### src/rtl/cpu_pkg.sv
// ---------------------------------------------------------------------------
// cpu_pkg
//   Constants and types shared by the pipeline front end (fetch, decode,
//   hazard unit). Widths are word-addressed: one address = one 16-bit
//   instruction.
//
//   ADDR_W     PC / instruction memory address width
//   INSTR_W    instruction width
//   RESET_PC   PC loaded on reset
//   HLT_OP     opcode (instr[15:12]) that stops fetch
//   NOP_INSTR  value presented on the IF/ID instruction when it is not valid
//   fetch_state_e  fetch FSM states
// ---------------------------------------------------------------------------
package cpu_pkg;

  localparam int unsigned ADDR_W  = 16;
  localparam int unsigned INSTR_W = 16;

  localparam logic [ADDR_W-1:0]  RESET_PC  = 16'h0000;
  localparam logic [3:0]         HLT_OP    = 4'hF;
  localparam logic [INSTR_W-1:0] NOP_INSTR = 16'h0000;

  typedef enum logic [0:0] {
    FETCH  = 1'b0,
    HALTED = 1'b1
  } fetch_state_e;

  // Opcode lives in the top nibble of every instruction.
  function automatic logic [3:0] opcode_of(input logic [INSTR_W-1:0] instr);
    return instr[INSTR_W-1 -: 4];
  endfunction

endpackage : cpu_pkg

### src/rtl/instr_fetch_if.sv
// ---------------------------------------------------------------------------
// instr_fetch_if
//   Instruction-memory read bus between the fetch stage and the IM.
//
//   im_addr   fetch -> IM   read address (word addressed)
//   im_rd_en  fetch -> IM   read enable
//   im_instr  IM -> fetch   instruction stored at im_addr
//
//   Protocol: fetch drives im_addr / im_rd_en from its PC register right
//   after each rising edge. While im_rd_en is high the IM samples im_addr
//   during clk low and returns im_instr, stable before the next rising
//   edge. There is no back-pressure: the IM always answers in that window.
//   With im_rd_en low the IM keeps its previous output.
//
//   Modports: master = fetch stage, slave = instruction memory.
// ---------------------------------------------------------------------------
interface instr_fetch_if #(
  parameter int unsigned ADDR_W  = cpu_pkg::ADDR_W,
  parameter int unsigned INSTR_W = cpu_pkg::INSTR_W
);

  logic [ADDR_W-1:0]  im_addr;
  logic               im_rd_en;
  logic [INSTR_W-1:0] im_instr;

  modport master (
    output im_addr,
    output im_rd_en,
    input  im_instr
  );

  modport slave (
    input  im_addr,
    input  im_rd_en,
    output im_instr
  );

endinterface : instr_fetch_if

### src/rtl/instr_fetch_ifid_reg.sv
// ---------------------------------------------------------------------------
// ifid_reg
//   Generic pipeline register carrying an instruction, its PC+1 and a valid
//   bit. Used as the IF/ID register and reusable for later stages.
//
//   clk, rst_n     clock, asynchronous active-low reset
//   load_i         capture instr_i / pc_plus1_i and mark valid
//   bubble_i       insert a bubble (valid=0, instruction=NOP); wins over load
//   instr_i        incoming instruction
//   pc_plus1_i     incoming PC+1
//   instr_o        registered instruction (NOP whenever valid_o=0)
//   pc_plus1_o     registered PC+1
//   valid_o        register holds a real instruction
//
//   With neither load nor bubble the register holds (stall).
// ---------------------------------------------------------------------------
module ifid_reg #(
  parameter int unsigned           INSTR_W   = cpu_pkg::INSTR_W,
  parameter int unsigned           ADDR_W    = cpu_pkg::ADDR_W,
  parameter logic [INSTR_W-1:0]    NOP_INSTR = cpu_pkg::NOP_INSTR
) (
  input  logic               clk,
  input  logic               rst_n,
  input  logic               load_i,
  input  logic               bubble_i,
  input  logic [INSTR_W-1:0] instr_i,
  input  logic [ADDR_W-1:0]  pc_plus1_i,
  output logic [INSTR_W-1:0] instr_o,
  output logic [ADDR_W-1:0]  pc_plus1_o,
  output logic               valid_o
);

  logic [INSTR_W-1:0] instr_q,    instr_d;
  logic [ADDR_W-1:0]  pc_plus1_q, pc_plus1_d;
  logic               valid_q,    valid_d;

  always_comb begin
    instr_d    = instr_q;
    pc_plus1_d = pc_plus1_q;
    valid_d    = valid_q;
    if (bubble_i) begin
      // pc_plus1 is left as-is: it is meaningless while valid=0.
      instr_d = NOP_INSTR;
      valid_d = 1'b0;
    end else if (load_i) begin
      instr_d    = instr_i;
      pc_plus1_d = pc_plus1_i;
      valid_d    = 1'b1;
    end
  end

  always_ff @(posedge clk or negedge rst_n) begin
    if (!rst_n) begin
      instr_q    <= NOP_INSTR;
      pc_plus1_q <= '0;
      valid_q    <= 1'b0;
    end else begin
      instr_q    <= instr_d;
      pc_plus1_q <= pc_plus1_d;
      valid_q    <= valid_d;
    end
  end

  assign instr_o    = instr_q;
  assign pc_plus1_o = pc_plus1_q;
  assign valid_o    = valid_q;

endmodule : ifid_reg

### src/rtl/instr_fetch.sv
// ---------------------------------------------------------------------------
// instr_fetch
//   Fetch stage: owns the PC, reads the instruction memory and fills the
//   IF/ID register. Handles hazard stalls, branch/jump redirects and HLT.
//
//   clk            system clock (IM reads while clk is low)
//   rst_n          asynchronous active-low reset
//   stall          hazard unit: hold PC, IF/ID and the fetch counter
//   redirect       taken branch/jump from a later stage; beats stall
//   redirect_pc    target of the redirect
//   im             IM read bus (master side): im_addr = PC register,
//                  im_rd_en = 1 while fetching, im_instr returned data
//   ifid_instr     IF/ID instruction (NOP_INSTR when not valid)
//   ifid_pc_plus1  IF/ID PC+1 of that instruction
//   ifid_valid     IF/ID holds a real instruction
//   halted         fetch stopped on an HLT
//   fetch_cnt      instructions delivered to IF/ID, saturating at all-ones
//   dbg_state      current FSM state
//
//   Latency: the PC presented after edge N has its instruction in IF/ID
//   after edge N+1.
// ---------------------------------------------------------------------------
module instr_fetch #(
  parameter int unsigned                      ADDR_W    = cpu_pkg::ADDR_W,
  parameter int unsigned                      INSTR_W   = cpu_pkg::INSTR_W,
  parameter logic [cpu_pkg::ADDR_W-1:0]       RESET_PC  = cpu_pkg::RESET_PC,
  parameter logic [3:0]                       HLT_OP    = cpu_pkg::HLT_OP,
  parameter logic [cpu_pkg::INSTR_W-1:0]      NOP_INSTR = cpu_pkg::NOP_INSTR
) (
  input  logic                  clk,
  input  logic                  rst_n,
  input  logic                  stall,
  input  logic                  redirect,
  input  logic [ADDR_W-1:0]     redirect_pc,
  instr_fetch_if.master         im,
  output logic [INSTR_W-1:0]    ifid_instr,
  output logic [ADDR_W-1:0]     ifid_pc_plus1,
  output logic                  ifid_valid,
  output logic                  halted,
  output logic [15:0]           fetch_cnt,
  output cpu_pkg::fetch_state_e dbg_state
);

  import cpu_pkg::*;

  fetch_state_e       state_q, state_d;
  logic [ADDR_W-1:0]  pc_q,    pc_d;
  logic [15:0]        cnt_q,   cnt_d;

  logic [ADDR_W-1:0]  pc_plus1;
  logic               is_hlt;
  logic               ifid_load;
  logic               ifid_bubble;
  logic               rd_en;

  // Natural modulo-2^ADDR_W wrap: 16'hFFFF + 1 -> 16'h0000.
  assign pc_plus1 = pc_q + ADDR_W'(1);
  assign is_hlt   = (opcode_of(im.im_instr) == HLT_OP);

  // Next-state / control. Priority in FETCH: redirect > stall > normal.
  always_comb begin
    state_d     = state_q;
    pc_d        = pc_q;
    cnt_d       = cnt_q;
    ifid_load   = 1'b0;
    ifid_bubble = 1'b0;
    rd_en       = 1'b0;

    unique case (state_q)
      FETCH: begin
        rd_en = 1'b1;
        if (redirect) begin
          // Squash whatever the IM returned this cycle (even an HLT).
          pc_d        = redirect_pc;
          ifid_bubble = 1'b1;
        end else if (!stall) begin
          ifid_load = 1'b1;
          cnt_d     = (cnt_q == 16'hFFFF) ? cnt_q : cnt_q + 16'd1;
          if (is_hlt) begin
            // HLT still goes to decode; PC stays on it.
            state_d = HALTED;
          end else begin
            pc_d = pc_plus1;
          end
        end
      end

      HALTED: begin
        // Stall is irrelevant here: nothing is being fetched.
        ifid_bubble = 1'b1;
        if (redirect) begin
          // An older branch resolved after the HLT was fetched.
          pc_d    = redirect_pc;
          state_d = FETCH;
        end
      end

      default: begin
        state_d = FETCH;
      end
    endcase
  end

  always_ff @(posedge clk or negedge rst_n) begin
    if (!rst_n) begin
      state_q <= FETCH;
      pc_q    <= RESET_PC;
      cnt_q   <= '0;
    end else begin
      state_q <= state_d;
      pc_q    <= pc_d;
      cnt_q   <= cnt_d;
    end
  end

  ifid_reg #(
    .INSTR_W   (INSTR_W),
    .ADDR_W    (ADDR_W),
    .NOP_INSTR (NOP_INSTR)
  ) u_ifid_reg (
    .clk        (clk),
    .rst_n      (rst_n),
    .load_i     (ifid_load),
    .bubble_i   (ifid_bubble),
    .instr_i    (im.im_instr),
    .pc_plus1_i (pc_plus1),
    .instr_o    (ifid_instr),
    .pc_plus1_o (ifid_pc_plus1),
    .valid_o    (ifid_valid)
  );

  assign im.im_addr  = pc_q;
  assign im.im_rd_en = rd_en;
  assign halted      = (state_q == HALTED);
  assign fetch_cnt   = cnt_q;
  assign dbg_state   = state_q;

endmodule : instr_fetch

### src/flat_wrapper.sv
// flat-port wrapper written by rule: the top's interface ports become plain ports
module instr_fetch_flat import cpu_pkg::*;
#(
  parameter int unsigned                      ADDR_W    = cpu_pkg::ADDR_W,
  parameter int unsigned                      INSTR_W   = cpu_pkg::INSTR_W,
  parameter logic [cpu_pkg::ADDR_W-1:0]       RESET_PC  = cpu_pkg::RESET_PC,
  parameter logic [3:0]                       HLT_OP    = cpu_pkg::HLT_OP,
  parameter logic [cpu_pkg::INSTR_W-1:0]      NOP_INSTR = cpu_pkg::NOP_INSTR
)
  (clk, rst_n, stall, redirect, redirect_pc, ifid_instr, ifid_pc_plus1, ifid_valid, halted, fetch_cnt, dbg_state, im_im_addr, im_im_rd_en, im_im_instr);
  instr_fetch_if #(.ADDR_W(ADDR_W), .INSTR_W(INSTR_W)) im_i ();
  input  logic clk;
  input  logic rst_n;
  input  logic stall;
  input  logic redirect;
  input  logic [ADDR_W-1:0] redirect_pc;
  output logic [INSTR_W-1:0] ifid_instr;
  output logic [ADDR_W-1:0] ifid_pc_plus1;
  output logic ifid_valid;
  output logic halted;
  output logic [15:0] fetch_cnt;
  output cpu_pkg::fetch_state_e dbg_state;
  output wire logic [$bits(im_i.im_addr)-1:0] im_im_addr;
  output wire logic [$bits(im_i.im_rd_en)-1:0] im_im_rd_en;
  input wire logic [$bits(im_i.im_instr)-1:0] im_im_instr;
  assign im_im_addr = im_i.im_addr;
  assign im_im_rd_en = im_i.im_rd_en;
  assign im_i.im_instr = im_im_instr;
  instr_fetch #(.ADDR_W(ADDR_W), .INSTR_W(INSTR_W), .RESET_PC(RESET_PC), .HLT_OP(HLT_OP), .NOP_INSTR(NOP_INSTR)) u_core (.clk(clk), .rst_n(rst_n), .stall(stall), .redirect(redirect), .redirect_pc(redirect_pc), .im(im_i), .ifid_instr(ifid_instr), .ifid_pc_plus1(ifid_pc_plus1), .ifid_valid(ifid_valid), .halted(halted), .fetch_cnt(fetch_cnt), .dbg_state(dbg_state));
endmodule
### config.mk
export PLATFORM = sky130hd
export DESIGN_NAME = instr_fetch_flat
export DESIGN_NICKNAME = d
export VERILOG_FILES = /design/src/rtl/cpu_pkg.sv /design/src/rtl/instr_fetch_if.sv /design/src/rtl/instr_fetch_ifid_reg.sv /design/src/rtl/instr_fetch.sv /design/src/flat_wrapper.sv
export SDC_FILE = /design/constraint.sdc
export NUM_CORES = 1
export LEC_CHECK = 0
export CAP_MARGIN = 30
export CORE_MARGIN = 2
export CORE_UTILIZATION = 40
export DETAILED_ROUTE_END_ITERATION = 7
export PLACE_DENSITY = 0.8
export REMOVE_ABC_BUFFERS = 1
export SLEW_MARGIN = 40
export SYNTH_ARGS = -nofsm -noshare
export SYNTH_HDL_FRONTEND = slang
export SYNTH_SLANG_ARGS = --single-unit
### constraint.sdc
create_clock -name clk -period 3.8 [get_ports clk]
set_input_delay 0.95 -clock clk [delete_from_list [all_inputs] [get_ports clk]]
set_output_delay 0.95 -clock clk [all_outputs]
set_load 0.1 [all_outputs]
==> run_results.csv <==
group,metric,value,unit
status,status,"complete, no violations",
layout,drive_gt1_frac,0.226,
placement,hpwlAfterDp,6060,um
timing,holdWs,473,ps
floorplanning,io_pins,104,
floorplanning,core_area,0.00781,mm2
route,dr.max_layer_used,"met4",
power_and_ir_drop,power_density,617,mW/mm2
timing,min_period,2740,ps
logic_synthesis,synth_top_area_share,0.509,
layout,stdcell_count,544,
cts,ctsHoldBuffers,0,
timing,rsz0062_at_grt,"no",
min_path,min-delay-start,"u_core.u_ifid_reg.pc_plus1_o[4]",
cts,cts_root_buffer,"clkbuf_8",
logic_synthesis,syn_area_per_cell,9.78,um2
setup_path,startpoint_type,"input port",
timing,finClkSkew,9.81,ps
setup_path,worstSetupPathType,"input port to flop",
cts,cts_resized,0,
timing,drv_slew,0,
grt,globalRouteTotalUtil,0.190,
route,drtAntennaViolNets,0,
cts,cts_max_level,3,
timing,finalSetupViolations,0,
layout,multi_input_area,0.00147,mm2
floorplanning,die-area,0.00885,mm2
logic_synthesis,ys_ff_latch,66,
logic_synthesis,ys_warn_count,0,
logic_synthesis,synth.cell_area,0.00325,mm2
route,drt_iter0_drc,175,
cts,cts_sinks,66,
grt,grt_pass1_vias,2719,
route,vias,2870,
cts,clk_latency,340,ps
layout,register_area,0.00165,mm2
setup_path,rrSetupSlack,1590,ps
timing,worstMarginPinSlew,757,ps
power_and_ir_drop,leakage,1.96,nW
layout,fin_util,0.550,
setup_path,critPathRequiredTime,4030,ps
layout,area_growth,32.3,%
cts,cts-buffers-inserted,9,
setup_path,cp_data_arrival_time,2970,ps
layout,fillerInstances,668,
timing,tns,0,ps
floorplanning,die_x,94.1,um
setup_path,crit_fanout,9,
timing,hold_viol,0,
setup_path,reg2reg_depth,5,
min_path,hold_depth,2,
cts,post_cts_buffers,0,
cts,cts_tree,"built",
setup_path,rr_endpoint,"u_core.fetch_cnt[1]",
logic_synthesis,synthCells,332,
grt,overflow,0,
placement,dp_cells,529,
layout,num_antenna_cells,0,
route,drc,0,
grt,grt_max_degree,35,
placement,numPortBuffers,103,
floorplanning,die_h,94.1,um
logic_synthesis,synth_flop_cell,"dfrtp_1",
route,wl_met2,3730,um
min_path,whs_endpoint,"u_core.u_ifid_reg.pc_plus1_o[4]",
timing,relSlewSlack,0.495,
grt,grt_pass1_wl,13100,um
floorplanning,initial_core_util,0.416,
logic_synthesis,yosys-top-cells-area,"dfrtp_1 (51%), xnor2_1 (5.4%), mux2i_1 (4.9%)",
route,vias_per_cell,5.28,
route,wl_met1,3540,um
placement,gp_congestion,0.858,
floorplanning,rows,32,
route,routed_wl,7990,um
grt,antenna_found_initial,0,
power_and_ir_drop,vdd_drop_max,0.000250,V
route,wl_met3,589,um
logic_synthesis,yosysTopAreaCell,"dfrtp_1",
cts,cts.clk_slew.worst_paths,70,ps
timing,fin_crit_sh,0.720,
route,first_pass_iters,4,
power_and_ir_drop,power,2.65,mW
logic_synthesis,ys_types,46,
route,wl_per_cell,14.7,um
setup_path,r2r_start,"u_core.fetch_cnt[0]",
layout,final_nets,476,
min_path,min_path_type,"flop to flop",
timing,fmax,0.365,GHz
setup_path,endpoint_kind,"flop",
run,maxCapViolations,0,
logic_synthesis,synthArstFlopShare,1.00,
logic_synthesis,synth-edff-count,0,
logic_synthesis,ys_seq_area_frac,0.509,
cts,clockBufferDepth,2,
-- stage by stage --
step / setup WS, ps / cell area [um2]
finish: 1060 / 4300
global route: 926 / 4300
CTS: 1100 / 4300
detailed placement: 733 / 4090
global placement: 729 / 4350
floorplan: 324 / 3160
-- power breakdown --
part / leakage, nW / switching, mW / internal [mW]
combinational: 1.03 / 0.911 / 0.223
sequential: 0.831 / 0.121 / 0.799
clock: 0.101 / 0.263 / 0.335
-- flip-flops by register name, indices dropped and copies added, names as in the netlist --
register / count
u_core.u_ifid_reg.instr_o: 16
u_core.dbg_state: 1
u_core.fetch_cnt: 16
u_core.im.im_addr: 16
u_core.u_ifid_reg.pc_plus1_o: 16
u_core.u_ifid_reg.valid_o: 1
-- kinds of logic after synthesis --
kind of cell | synth area share
AO/OA/AOI/OAI | 0.135
multiplexers | 0.0528
flip-flops | 0.509
buffers and inverters | 0.0378
adder cells (fa/ha/maj) | 0.00771
AND/OR/NAND/NOR | 0.191
XOR/XNOR | 0.0674
-- placed cells by master (no fill, tap or decap), drive strengths merged, types with 13 or more instances in the layout --
master / netlist / final
clkdlybuf4s50: 0 / 34
xnor2: 20 / 20
mux2i: 16 / 16
a21oi: 13 / 13
nor2: 31 / 31
nand2: 37 / 37
dfrtp: 66 / 66
o21ai: 26 / 26
buf: 7 / 79
-- cell usage after synthesis (3+ instances only) --
| library cell | number |
|---|---|
| o22ai_1 | 5 |
| and4_1 | 3 |
| nand4_1 | 11 |
| a31oi_1 | 6 |
| a21oi_1 | 13 |
| o211ai_1 | 4 |
| nor4_1 | 6 |
| o21ai_0 | 26 |
| nor3_1 | 7 |
| xnor2_1 | 20 |
| or3_1 | 4 |
| nand2_1 | 37 |
| nor3b_1 | 3 |
| mux2i_1 | 16 |
| xor2_1 | 5 |
| o21a_1 | 3 |
| nand3_1 | 8 |
| a2bb2oi_1 | 3 |
| nor2_1 | 31 |
| inv_1 | 10 |
| dfrtp_1 | 66 |
| clkbuf_1 | 11 |
-- layout make-up --
cell class	count	share of cell area
clock buffers	11	0.0352
clock inverters	4	0.0119
inverters	10	0.00874
multi-input cells	238	0.343
flip-flops and latches	66	0.385
well taps	102	0.0297
repair buffers	113	0.187
-- layer usage --
layer,global-route usage,vias up
met5,0,-
met4,0.0785,0
met3,0.0474,13
met2,0.300,114
met1,0.249,1346
li1,-,1397
-- worst max-delay path by stage --
stage | slack [ps] | end | start
after floorplan | 320 | im_im_rd_en | u_core.dbg_state
after global placement | 730 | u_core.fetch_cnt[6] | stall
after detailed placement | 730 | u_core.fetch_cnt[13] | stall
after CTS | 1100 | u_core.fetch_cnt[13] | stall
after global routing | 930 | u_core.fetch_cnt[6] | stall
final | 1060 | u_core.fetch_cnt[13] | stall
-- worst max-delay path, cell delays in order --
cell	delay [ps]
clkdlybuf4s50_1	620
or3_1	500
nor4_1	560
nand4_1	180
xnor2_1	150
(Power assumes the default switching activity.)
